===== src/rtl/shift_pkg.sv =====
// Shared constants for the sequential shifter: operand width, op encodings and FSM states.
package shift_pkg;

    localparam int WIDTH = 32;
    localparam int CNT_W = $clog2(WIDTH);

    typedef logic [1:0] op_t;

    localparam op_t OP_LLS = 2'b00;
    localparam op_t OP_LRS = 2'b01;
    localparam op_t OP_ARS = 2'b10;
    localparam op_t OP_ROR = 2'b11;

    typedef enum logic [1:0] {
        ST_IDLE  = 2'b00,
        ST_SHIFT = 2'b01,
        ST_DONE  = 2'b10
    } state_t;

endpackage


===== src/rtl/shift_seq_if.sv =====
// Start/done transaction bundle between a requester (master) and the shifter (slave).
interface shift_seq_if;
    import shift_pkg::*;

    logic             start;
    op_t              op;
    logic [WIDTH-1:0] data_in;
    logic [CNT_W-1:0] amount;
    logic             ready;
    logic             done;
    logic [WIDTH-1:0] result;

    modport master (
        output start, op, data_in, amount,
        input  ready, done, result
    );

    modport slave (
        input  start, op, data_in, amount,
        output ready, done, result
    );

endinterface


===== src/rtl/shift_seq_step.sv =====
// One-bit shift of a vector selected by op. Sign fill for OP_ARS only when
// SHIFT_SEQ_ARITH_EN is defined; otherwise OP_ARS is a plain logical right shift.
module shift_seq_step
    import shift_pkg::*;
#(
    parameter int W = WIDTH
) (
    input  op_t          op,
    input  logic [W-1:0] din,
    output logic [W-1:0] dout
);

    always_comb begin
        dout = din;
        case (op)
            OP_LLS: dout = {din[W-2:0], 1'b0};
            OP_LRS: dout = {1'b0, din[W-1:1]};
`ifdef SHIFT_SEQ_ARITH_EN
            OP_ARS: dout = {din[W-1], din[W-1:1]};
`else
            OP_ARS: dout = {1'b0, din[W-1:1]};
`endif
            OP_ROR: dout = {din[0], din[W-1:1]};
            default: dout = din;
        endcase
    end

endmodule


===== src/rtl/shift_seq.sv =====
// Multi-cycle shifter: accepts an operand, count and op, then shifts one bit per clock.
// Optional feature macro: SHIFT_SEQ_ARITH_EN (sign-filling arithmetic right shift).
module shift_seq
    import shift_pkg::*;
(
    input  logic        clock,
    input  logic        reset,
    shift_seq_if.slave  bus
);

    state_t           state_q, state_d;
    logic [CNT_W-1:0] cnt_q, cnt_d;
    op_t              op_q, op_d;
    logic [WIDTH-1:0] result_q, result_d;
    logic [WIDTH-1:0] step_out;

    shift_seq_step #(.W(WIDTH)) u_step (
        .op   (op_q),
        .din  (result_q),
        .dout (step_out)
    );

    always_comb begin
        state_d  = state_q;
        cnt_d    = cnt_q;
        op_d     = op_q;
        result_d = result_q;
        case (state_q)
            ST_IDLE: begin
                if (bus.start) begin
                    result_d = bus.data_in;
                    cnt_d    = bus.amount;
                    op_d     = bus.op;
                    state_d  = (bus.amount == '0) ? ST_DONE : ST_SHIFT;
                end
            end
            ST_SHIFT: begin
                result_d = step_out;
                cnt_d    = cnt_q - 1'b1;
                // The last step is applied in the same cycle the count runs out.
                if (cnt_q == CNT_W'(1)) begin
                    state_d = ST_DONE;
                end
            end
            ST_DONE: begin
                state_d = ST_IDLE;
            end
            default: begin
                state_d = ST_IDLE;
            end
        endcase
    end

    always_ff @(posedge clock or posedge reset) begin
        if (reset) begin
            state_q  <= ST_IDLE;
            cnt_q    <= '0;
            op_q     <= OP_LLS;
            result_q <= '0;
        end else begin
            state_q  <= state_d;
            cnt_q    <= cnt_d;
            op_q     <= op_d;
            result_q <= result_d;
        end
    end

    // Handshake outputs decode straight from the state register.
    assign bus.ready  = (state_q == ST_IDLE);
    assign bus.done   = (state_q == ST_DONE);
    assign bus.result = result_q;

endmodule

===== src/flat_wrapper.sv =====
// flat-port wrapper written by rule: the top's interface ports become plain ports
module shift_seq_flat import shift_pkg::*;
  (clock, reset, bus_start, bus_op, bus_data_in, bus_amount, bus_ready, bus_done, bus_result);
  shift_seq_if bus_i ();
  input  logic clock;
  input  logic reset;
  input wire logic [$bits(bus_i.start)-1:0] bus_start;
  input wire logic [$bits(bus_i.op)-1:0] bus_op;
  input wire logic [$bits(bus_i.data_in)-1:0] bus_data_in;
  input wire logic [$bits(bus_i.amount)-1:0] bus_amount;
  output wire logic [$bits(bus_i.ready)-1:0] bus_ready;
  output wire logic [$bits(bus_i.done)-1:0] bus_done;
  output wire logic [$bits(bus_i.result)-1:0] bus_result;
  assign bus_i.start = bus_start;
  assign bus_i.op = bus_op;
  assign bus_i.data_in = bus_data_in;
  assign bus_i.amount = bus_amount;
  assign bus_ready = bus_i.ready;
  assign bus_done = bus_i.done;
  assign bus_result = bus_i.result;
  shift_seq u_core (.clock(clock), .reset(reset), .bus(bus_i));
endmodule

===== config.mk =====
export PLATFORM = sky130hd
export DESIGN_NAME = shift_seq_flat
export DESIGN_NICKNAME = d
export VERILOG_FILES = /design/src/rtl/shift_pkg.sv /design/src/rtl/shift_seq_if.sv /design/src/rtl/shift_seq_step.sv /design/src/rtl/shift_seq.sv /design/src/flat_wrapper.sv
export SDC_FILE = /design/constraint.sdc
export NUM_CORES = 1
export LEC_CHECK = 0
export BUFFER_PORTS_ARGS = -buffer_cell sky130_fd_sc_hd__buf_4
export CAP_MARGIN = 20
export CORE_ASPECT_RATIO = 1.5
export CORE_MARGIN = 10
export CORE_UTILIZATION = 52
export DETAILED_ROUTE_END_ITERATION = 16
export HOLD_SLACK_MARGIN = 0.15
export PLACE_DENSITY = 0.89
export SYNTH_ARGS = -nofsm -noshare
export SYNTH_HDL_FRONTEND = slang
export SYNTH_HIERARCHICAL = 1
export SYNTH_SLANG_ARGS = --single-unit

===== constraint.sdc =====
create_clock -name clock -period 2.2 [get_ports clock]
set_clock_uncertainty 0.2 [all_clocks]
set_input_delay 0.11 -clock clock [delete_from_list [all_inputs] [get_ports clock]]
set_output_delay 0.11 -clock clock [all_outputs]
set_load 0.02 [all_outputs]

==> results of run 1 <==
## critical path, cell delays in order
cell and delay (ns):
buf_4 0.11, or4_4 0.53, dlygate4sd3_1 0.58, o21ai_1 0.11
dlygate4sd3_1 0.56, a21oi_1 0.08
## cells in the final DEF, fill, tap and decap left out, types with 2 or more instances in the layout
master         instances
buf_4                 79
nand2_1               64
o21ai_0               63
dlygate4sd3_1         44
dfrtp_1               40
o21ai_1               33
mux2i_1               32
a21oi_1                7
clkbuf_8               6
inv_1                  5
mux2_2                 3
nand3b_1               3
nor2_1                 3
buf_12                 3
nor3b_1                2
o22ai_1                2
ha_1                   2
ha_2                   2
## repair_timing
| action | CTS | global route |
|---|---|---|
| buffers inserted | 0 | 1 |
| endpoints found under the hold margin | 82 | 0 |
| hold buffers | 44 | 0 |
| setup endpoints to repair | 0 | 27 |
| gates resized for setup | 0 | 4 |
## synthesized netlist by cell type
master	number
o21bai_1	1
buf_4	3
mux2i_1	32
nor2_1	3
o22a_1	1
clkbuf_2	2
a21bo_2	1
nand3_1	1
nand2b_1	1
inv_1	6
o21ai_0	64
dfrtp_1	41
or3b_1	1
a2bb2oi_1	1
o21ba_2	1
clkbuf_1	7
ha_1	4
a21oi_2	1
a221o_1	1
o31a_1	1
nand3b_1	3
or4_4	1
nor3b_2	1
o21ai_1	32
or3_1	1
nand2_1	64
buf_6	3
a21oi_1	7
nor3_1	1
buf_2	12
mux2_2	3
o22ai_1	2
or3b_2	1
nor3b_1	2
nor2b_1	3
## metal layers
layer / GRT usage [%] / part of all wire (%)
met2: 35.1 / 54
met1: 19.8 / 36
met4: 9.95 / 4.2
met5: 0 / 0
met3: 4.13 / 5.8
## sequential cells by signal (all words and copies together), names as in the netlist
register and flops:
u_core/bus.result 32, u_core/cnt_q 5, u_core/op_q 2, u_core/state_q 2
## worst max-delay path by stage
stage               depth (start not counted)                          endpoint                     startpoint  slack, ns
global placement                            5  u_core/bus.result[1]$_DFFE_PP0P_     u_core/op_q[0]$_DFFE_PP0P_       0.27
global route                                6     u_core/state_q[0]$_DFFE_PP0P_                  bus_amount[2]      0.001
CTS                                         5     u_core/state_q[1]$_DFFE_PP0P_  u_core/state_q[0]$_DFFE_PP0P_       0.04
floorplan                                   5       u_core/cnt_q[4]$_DFFE_PP0P_    u_core/cnt_q[0]$_DFFE_PP0P_       0.46
finish                                      6     u_core/state_q[0]$_DFFE_PP0P_                  bus_amount[2]       0.06
detailed placement                          5  u_core/bus.result[9]$_DFFE_PP0P_     u_core/op_q[0]$_DFFE_PP0P_       0.16
## final cells by class
class | count | area (sq um)
clock buffers | 7 | 86.3
flip-flops and latches | 41 | 1030
repair buffers | 126 | 1090
multi-input cells | 235 | 1400
fillers | 344 | 1090
inverters | 6 | 22.5
well taps | 66 | 82.6
## report_power, final
group          switching [mW]  leakage, nW  total [mW]  internal [mW]
Combinational            1.69         1.17        2.94           1.26
Clock                   0.246       0.0443       0.495          0.249
Sequential              0.355        0.517        1.44           1.08
Total                    2.29         1.73        4.88           2.59
## kinds of logic (layout without fill, tap and decap cells)
logic type | Yosys count | count (layout) | synth area share (%)
buffers and inverters | 33 | 139 | 6.80
muxes | 35 | 35 | 13.7
adders and majority gates | 4 | 4 | 1.94
AOI/OAI and AO/OA | 113 | 113 | 23.3
and+or+nand+nor | 83 | 83 | 14.4
DFF | 41 | 41 | 39.8
## through the flow
stage	std cells	util [%]	setup WS, ns
floorplan	309	-	0.457
global placement	429	66.0	0.271
detailed placement	429	66.0	0.156
CTS	480	77.0	0.0430
global route	481	77.2	0.00130
finish	481	77.2	0.0582
==> summary.txt, run 1 <==
CTS
  – Max clock buf depth: 2
  – Root buf cell: clkbuf_8
  – CTS Buf Count: 5
  – Clk slew on worst S/H paths: 0.07 ns
  – # clock sinks: 41
  – Worst-skew pair later-pin latency: 0.29 ns
  – CTS tree: done
  – # H-tree levels: 2

Die
  – Core Area: 4810 sq um
  – # rows: 31
  – Io pins: 76
  – Die footprint: around 8200 sq um
  – Initial Utilization: a little over half
  – Die width: 77.5 um
  – Die H: between 100 and 150 um

Routing
  – Detailed Routing Iterations Pass 1: 6
  – DR vias/cell: 5.65
  – DRT iter0 DRCs: 251
  – Detailed-route via count: 2717
  – Avg WL per Cell: 16.7 um
  – Drt total wl: 8030 um
  – Post-route ant nets: 0
  – Residual DRC count: 0

Layout
  – Nets: 461
  – Finished Cell Area: 3710 sq um
  – Ant. Diodes: 0
  – Share of cells above drive strength 1: 25.1%
  – Area growth syn-to-layout: 44.1%

Global routing
  – Total grt overflow: 0
  – Largest net degree at the start of global routing: 64
  – Initial antenna violation count: 0
  – First-pass GRT wire length: 13300 um
  – Vias in the first global route: 2846
  – Overall global routing resource usage: 19.1%

Logic synthesis
  – Syn Nets: about 360
  – Dominant cells by area after synthesis: dfrtp_1 (40%), mux2i_1 (12%), o21ai_0 (12%)
  – Cells after synthesis: 309
  – Synthesized area per cell: 8.34 sq um
  – FF+latch count, synth: 41
  – Top cell type's share of synthesized area: 39.8%
  – Cell accounting for the most synthesized area: dfrtp_1
  – Synth Cell Area: 2580 sq um
  – Yosys warning count: 6
  – Netlist cell types: 35
  – Seq/Total Area, Yosys: 39.8%

STA
  – Setup TNS: 0 ns
  – Least-Margin Pin Slew: roughly 0.68 ns
  – Min Tclk post-route: around 2.1 ns
  – Slew Limit Headroom: ~54%
  – Fin. max-slew vios: 0
  – Period utilization: 97.4%
  – Final Setup Violations: 0
  – Hold_ws: 0.152 ns
  – Fmax: 467 MHz
  – Unrepaired setup endpoints after global routing: false
  – Final hold vios: 0

Power and ir drop
  – Maximum VDD drop: 1.10 mV
  – Pleak: 1.73 nW
  – Pwr per Cell Area: approximately 1300 nW/um^2
  – Power, Total: around 4.9 mW

Job
  – # Max-Cap Violations: 0

Placed design
  – Cell Area, Placed: around 3200 sq um
  – HPWL after DPL: about 5000 um
  – Buffers added on ports: 75
  – Routability Congestion: 0.809

Critical path
  – CP Launch Type: primary input
  – Reg2reg end: u_core/state_q[1]$_DFFE_PP0P_
  – Worst EP required: 2.14 ns
  – R2R Path Start: u_core/state_q[0]$_DFFE_PP0P_
  – Arrival @ worst endpoint: 2.08 ns
  – Worst Setup Path Type: in2reg
  – CP Max Fanout: 2
  – R2R Setup Slk: 0.09 ns
  – Setup crit end kind: register
  – R2R depth: 5

Hold path
  – Worst min path class: in2async

Status
  – Status: finished, final reports clean
No activity file was read; power rests on OpenSTA's default activity.
==> run 2: changes to the inputs <==
--- a/config.mk
+++ b/config.mk
@@ -9,10 +9,10 @@
 export CAP_MARGIN = 20
 export CORE_ASPECT_RATIO = 1.5
 export CORE_MARGIN = 10
-export CORE_UTILIZATION = 52
+export CORE_UTILIZATION = 47
 export DETAILED_ROUTE_END_ITERATION = 16
 export HOLD_SLACK_MARGIN = 0.15
-export PLACE_DENSITY = 0.89
+export PLACE_DENSITY = 0.86
 export SYNTH_ARGS = -nofsm -noshare
 export SYNTH_HDL_FRONTEND = slang
 export SYNTH_HIERARCHICAL = 1
==> constraint.sdc (replaced) <==
create_clock -name clock -period 1.7 [get_ports clock]
set_clock_uncertainty 0.2 [all_clocks]
set_input_delay 0.085 -clock clock [delete_from_list [all_inputs] [get_ports clock]]
set_output_delay 0.085 -clock clock [all_outputs]
set_load 0.02 [all_outputs]
==> run 2 against run 1 <==
Against the previous run: the flow now finishes with violations (negative hold slack, negative setup slack); sequential share of layout area decreased by 1.4 points; first-iteration DRC count shrank 28%; worst setup slack worse by 0.082 ns; total power up 43%; sequential power is 28% higher; critical path type unchanged; largest power group unchanged.
==> summary.txt, run 2 (synthesized netlist as in run 1, its figures left out) <==
CTS
  – Root buf cell: clkbuf_8
  – Clk slew on worst S/H paths: about 0.090 ns
  – CTS Buf Count: 5
  – Worst-skew pair later-pin latency: roughly 0.30 ns
  – # H-tree levels: 2
  – Max clock buf depth: 2
  – # clock sinks: 41
  – CTS tree: done

Global routing
  – Vias in the first global route: 2650
  – First-pass GRT wire length: 12800 um
  – Met2 usage: 30.9%
  – Largest net degree at the start of global routing: between 40 and 50
  – Overall global routing resource usage: 17.5%
  – Busiest grt layer: met2
  – Grt met1 use: between 10% and 20%
  – Initial antenna violation count: 0
  – Total grt overflow: 0
  – Met3 usage: 4.22%

Die
  – Die width: between 80 and 90 um
  – Core Area: 5410 sq um
  – Die footprint: 8910 sq um
  – Die H: between 100 and 150 um
  – Io pins: between 70 and 80
  – Initial Utilization: about 48%
  – # rows: 33

Status
  – Status: finished with violations
  – Violated checks: negative hold slack, negative setup slack

Power and ir drop
  – Pleak: 1.83 nW
  – Pwr per Cell Area: 1790 nW/um^2
  – Register share of total power: about a quarter
  – Sw frac: 45.7%
  – Power, Total: 6.98 mW
  – Combinational Power Share: 64.3%
  – Clock power frac: a little under a tenth
  – Maximum VDD drop: about 1.1 mV
  – Switch Pwr: 3.19 mW
  – Int Pwr: ~3.8 mW

Layout
  – Most common cell after layout, fill and taps aside: buf_4
  – Share of cells above drive strength 1: 30.8%
  – Commonest non-fill, non-tap cells in the layout: buf_4 (90), nand2_1 (64), o21ai_1 (61)
  – Nets: 473
  – Final design utilization: 72.3%
  – Ant. Diodes: 0
  – Area growth syn-to-layout: 51.7%
  – Fill count: 404
  – Register area: about 1000 sq um
  – Largest register FFs: 32
  – Multi-input logic area: 1460 sq um

STA
  – Slew Limit Headroom: between 70% and 80%
  – Final Setup Violations: 2
  – Hold_ws: -0.112 ns
  – Fmax: approximately 580 MHz
  – Min Tclk post-route: 1.72 ns
  – Final WS setup: -0.0241 ns
  – Period utilization: 101%
  – Least-Margin Pin Slew: 0.426 ns
  – Unrepaired setup endpoints after global routing: true
  – Final hold vios: 2
  – Fin. max-slew vios: 0

Placed design
  – Buffers added on ports: 75
  – HPWL after DPL: 5250 um
  – Routability Congestion: approximately 0.8
  – Worst slack, placed: -0.0243 ns

Job
  – # Max-Cap Violations: 0

Critical path
  – CP Max Fanout: 2
  – CP Launch Type: primary input
  – Worst Setup Path Type: in2reg
  – Critical path's largest stage delay: 0.58 ns
  – Setup crit end kind: register
  – Critical-path cell list: buf_4, dlygate4sd3_1, or4_4, or3b_1, a21oi_2
  – Worst EP required: between 1.5 and 2 ns
  – Slowest CP cell: dlygate4sd3_1
  – Arrival @ worst endpoint: 1.75 ns

Hold path
  – Worst min path class: in2reg

Routing
  – Post-route ant nets: 0
  – DRT iter0 DRCs: 181
  – DR vias/cell: between 5 and 6
  – Detailed-route via count: about 2600
  – Residual DRC count: 0
  – Drt total wl: roughly 8000 um
  – Detailed Routing Iterations Pass 1: 5
  – Avg WL per Cell: around 16 um
[run 2: changes by cell type in the layout (fill, tap and decap cells not counted), moves of 4 or more]
cell	previous run	this run
buf_12	3	7
buf_4	79	90
dlygate4sd3_1	44	40
inv_1	5	1
inv_2	1	5
o21ai_0	63	29
o21ai_1	33	61
o21ai_2	0	6
[run 2: critical path, delay by kind of cell]
family	cells	cell delay, ns
simple gates	2	0.86
buf+inv	2	0.69
compound gates	1	0.12
[run 2: path summary, 6_finish.rpt]
| path | start | end | slack (ns) | depth (start not counted) |
|---|---|---|---|---|
| max | bus_amount[0] | u_core/state_q[1]$_DFFE_PP0P_ | -0.02 | 5 |
| min | bus_amount[2] | u_core/cnt_q[2]$_DFFE_PP0P_ | -0.11 | 3 |
| max reg2reg | u_core/cnt_q[1]$_DFFE_PP0P_ | u_core/cnt_q[4]$_DFFE_PP0P_ | 0 | 5 |
| min reg2reg | u_core/bus.result[23]$_DFFE_PP0P_ | u_core/bus.result[23]$_DFFE_PP0P_ | 0.34 | 2 |
| max in group asynchronous | reset | u_core/cnt_q[4]$_DFFE_PP0P_ | 0.67 | 4 |
| min in group asynchronous | reset | u_core/bus.result[21]$_DFFE_PP0P_ | 0.14 | 3 |
[run 2: stage by stage]
step	instances	instance area, sq um	hold slack (ns)	setup TNS (ns)
detailed placement	446	3330	-0.0790	-0.0925
global route	498	3910	-0.111	-0.194
floorplan	309	2580	0.0355	0
CTS	495	3850	-0.110	0
finish	498	3910	-0.112	-0.0267
global placement	446	3330	-0.0919	0
[run 2: cell type report]
type                       count  share of cell area, %
inverter                       6                  0.576
sequential                    41                   26.2
timing repair buffer         138                   31.4
tap                           70                   2.24
clock inverter                 2                  0.256
clock buffer                   6                   1.86
multi-input combinational    235                   37.4
[run 2: power groups by stage]
stage	combinational, mW	clock (mW)	sequential (mW)
final	4.49	0.638	1.85
after global routing	4.90	0.697	1.91
after floorplan	2.28	0	2.10
after CTS	4.23	0.652	1.82
after detailed placement	4.03	0	1.82
after global placement	3.92	0	1.81
[run 2: routing by layer]
| metal | routed length (um) | up-vias |
|---|---|---|
| met3 | 445 | 17 |
| met4 | 224 | 0 |
| met1 | 2900 | 1226 |
| li1 | - | 1310 |
| met5 | 0 | - |
| met2 | 4300 | 87 |
[run 2: what timing repair did]
action | in CTS | in global routing
hold endpoints to repair | 82 | 5
pin swaps | 1 | 3
setup buffers | 2 | 2
setup endpoints to repair | 15 | 32
resized for setup | 9 | 44
hold buffers | 39 | 1
==> run 3: changes to the inputs <==
--- a/config.mk
+++ b/config.mk
@@ -13,6 +13,7 @@
 export DETAILED_ROUTE_END_ITERATION = 16
 export HOLD_SLACK_MARGIN = 0.15
 export PLACE_DENSITY = 0.86
+export SLEW_MARGIN = 30
 export SYNTH_ARGS = -nofsm -noshare
 export SYNTH_HDL_FRONTEND = slang
 export SYNTH_HIERARCHICAL = 1
==> constraint.sdc (replaced) <==
create_clock -name clock -period 1.52 [get_ports clock]
set_clock_uncertainty 0.2 [all_clocks]
set_input_delay 0.076 -clock clock [delete_from_list [all_inputs] [get_ports clock]]
set_output_delay 0.076 -clock clock [all_outputs]
set_load 0.02 [all_outputs]
==> run 3 against run 2 <==
Against the previous run: the run still ends with negative hold slack, negative setup slack left; count of clock-buffer cells in the layout unchanged; final area grew 11%; via count rose by 9.7%; clock power grew 49%; cell count rose by 3.2%; largest cell class unchanged.
==> summary.txt, run 3 (synthesized netlist as in run 1, its figures left out) <==
Status
  – Status: finished with violations
  – Violated checks: negative hold slack, negative setup slack

Power and ir drop
  – Pleak: 2.02 nW
  – Pwr per Cell Area: between 2000 and 2500 nW/um^2
  – Power, Total: 9.25 mW
  – Maximum VDD drop: 1.56 mV

Die
  – Die width: 80.5 um
  – Io pins: 76
  – # rows: 33
  – Die footprint: 8910 sq um
  – Initial Utilization: 47.7%
  – Die H: 111 um
  – Core Area: 5410 sq um

Layout
  – Most common cell after layout, fill and taps aside: buf_4
  – Ant. Diodes: 0
  – Fill count: between 300 and 400
  – Area growth syn-to-layout: 68.2%
  – Register area: 1030 sq um
  – Share of cells above drive strength 1: 36.5%
  – Commonest non-fill, non-tap cells in the layout: buf_4 (88), o21ai_1 (83), nand2_1 (63)
  – Largest register FFs: 32
  – Final design utilization: 80.1%
  – Multi-input logic area: 1550 sq um
  – Nets: 489

Global routing
  – First-pass GRT wire length: between 10000 and 15000 um
  – Largest net degree at the start of global routing: 42
  – Total grt overflow: 0
  – Vias in the first global route: 2870
  – Initial antenna violation count: 0
  – Overall global routing resource usage: between 10% and 20%

Placed design
  – Routability Congestion: 0.778
  – Buffers added on ports: 75
  – Worst slack, placed: -0.192 ns
  – HPWL after DPL: 5320 um

CTS
  – Worst-skew pair later-pin latency: 0.30 ns
  – Max clock buf depth: 2
  – CTS Buf Count: 5
  – # H-tree levels: 2
  – CTS tree: done
  – Root buf cell: clkbuf_8
  – # clock sinks: 41
  – Clk slew on worst S/H paths: 0.10 ns

Job
  – # Max-Cap Violations: 0

Hold path
  – Worst min path class: in2reg

Critical path
  – Arrival @ worst endpoint: 1.73 ns
  – CP Launch Type: register
  – Setup crit end kind: register
  – Worst EP required: 1.50 ns
  – Worst Setup Path Type: reg2reg
  – CP Max Fanout: 17

STA
  – Fin. max-slew vios: 0
  – Slew Limit Headroom: 81.9%
  – Unrepaired setup endpoints after global routing: true
  – Hold_ws: -0.122 ns
  – Min Tclk post-route: 1.75 ns
  – Final hold vios: 2
  – Period utilization: 115%
  – Final WS setup: -0.231 ns
  – Fmax: 571 MHz
  – Least-Margin Pin Slew: 0.270 ns
  – Final Setup Violations: 37

Routing
  – Drt total wl: between 9000 and 10000 um
  – Detailed Routing Iterations Pass 1: 5
  – Residual DRC count: 0
  – Avg WL per Cell: 18.4 um
  – Post-route ant nets: 0
  – DRT iter0 DRCs: ~240
  – Detailed-route via count: 2896
  – DR vias/cell: 5.63
==> run 3: changes by cell type in the layout (fill, tap and decap cells not counted), sizes merged <==
| cell | delta |
|---|---|
| buf | +13 |
| bufinv | +1 |
| bufbuf | +1 |
| clkinv | -1 |
| clkinvlp | +1 |
| clkbuf | +2 |
| inv | -1 |
==> run 3: final timing paths <==
path                       depth (start not counted)  slack, ns                              start                                end
min reg2reg                                        2       0.34  u_core/bus.result[14]$_DFFE_PP0P_  u_core/bus.result[14]$_DFFE_PP0P_
min in group asynchronous                          4       0.18                              reset      u_core/state_q[0]$_DFFE_PP0P_
max in group asynchronous                          4       0.72                              reset   u_core/bus.result[6]$_DFFE_PP0P_
max                                                7      -0.23         u_core/op_q[0]$_DFFE_PP0P_   u_core/bus.result[2]$_DFFE_PP0P_
max reg2reg                                        7      -0.23         u_core/op_q[0]$_DFFE_PP0P_   u_core/bus.result[2]$_DFFE_PP0P_
min                                                3      -0.12                      bus_amount[2]        u_core/cnt_q[2]$_DFFE_PP0P_
==> run 3: power breakdown <==
part	total, mW	internal [mW]	switching, mW
clock	0.953	0.535	0.418
sequential	2.12	1.57	0.549
combinational	6.18	3.07	3.12
total	9.25	5.17	4.08
==> run 3: stage by stage <==
stage	cell area, sq um	hold slack, ns	std cells	TNS [ns]
2_1_floorplan	2630	0.0265	309	-0.137
6_report	4330	-0.122	514	-5.09
5_1_grt	4330	-0.111	514	-7.52
3_3_place_gp	3420	-0.0670	450	-1.34
3_5_place_dp	3420	-0.0610	450	-3.26
4_1_cts	4070	-0.0923	502	-3.20
==> run 3: critical path: stages (launching register included) <==
cell and delay, ns:
dfrtp_2 0.46, inv_2 0.09, ha_4 0.22, buf_12 0.16, o21ai_1 0.20, o21ai_1 0.08
mux2i_1 0.13, o21ai_1 0.09
==> run 3: layout make-up <==
class,count,share of cell area (%)
Inverter,6,0.520
Timing Repair Buffer,154,35.2
Multi-Input combinational cell,235,35.7
Sequential cell,41,23.7
Tap cell,70,2.02
Clock inverter,2,0.866
Clock buffer,6,1.91
==> run 3: repair_timing <==
action,4_1_cts,5_1_grt
hold endpoints to repair,82,6
setup buffers,4,8
gates resized for setup,48,40
pin swaps,0,5
setup endpoints to repair,40,41
hold buffers,39,2
cloned,2,3
==> run 3: per-layer routing <==
layer | up-vias | share of wire (%) | GRT usage [%]
met5 | - | 0 | 0
met4 | 0 | 2.7 | 6.13
met3 | 26 | 6.3 | 3.57
met2 | 129 | 54 | 33.5
met1 | 1397 | 37 | 20.1
li1 | 1344 | - | -
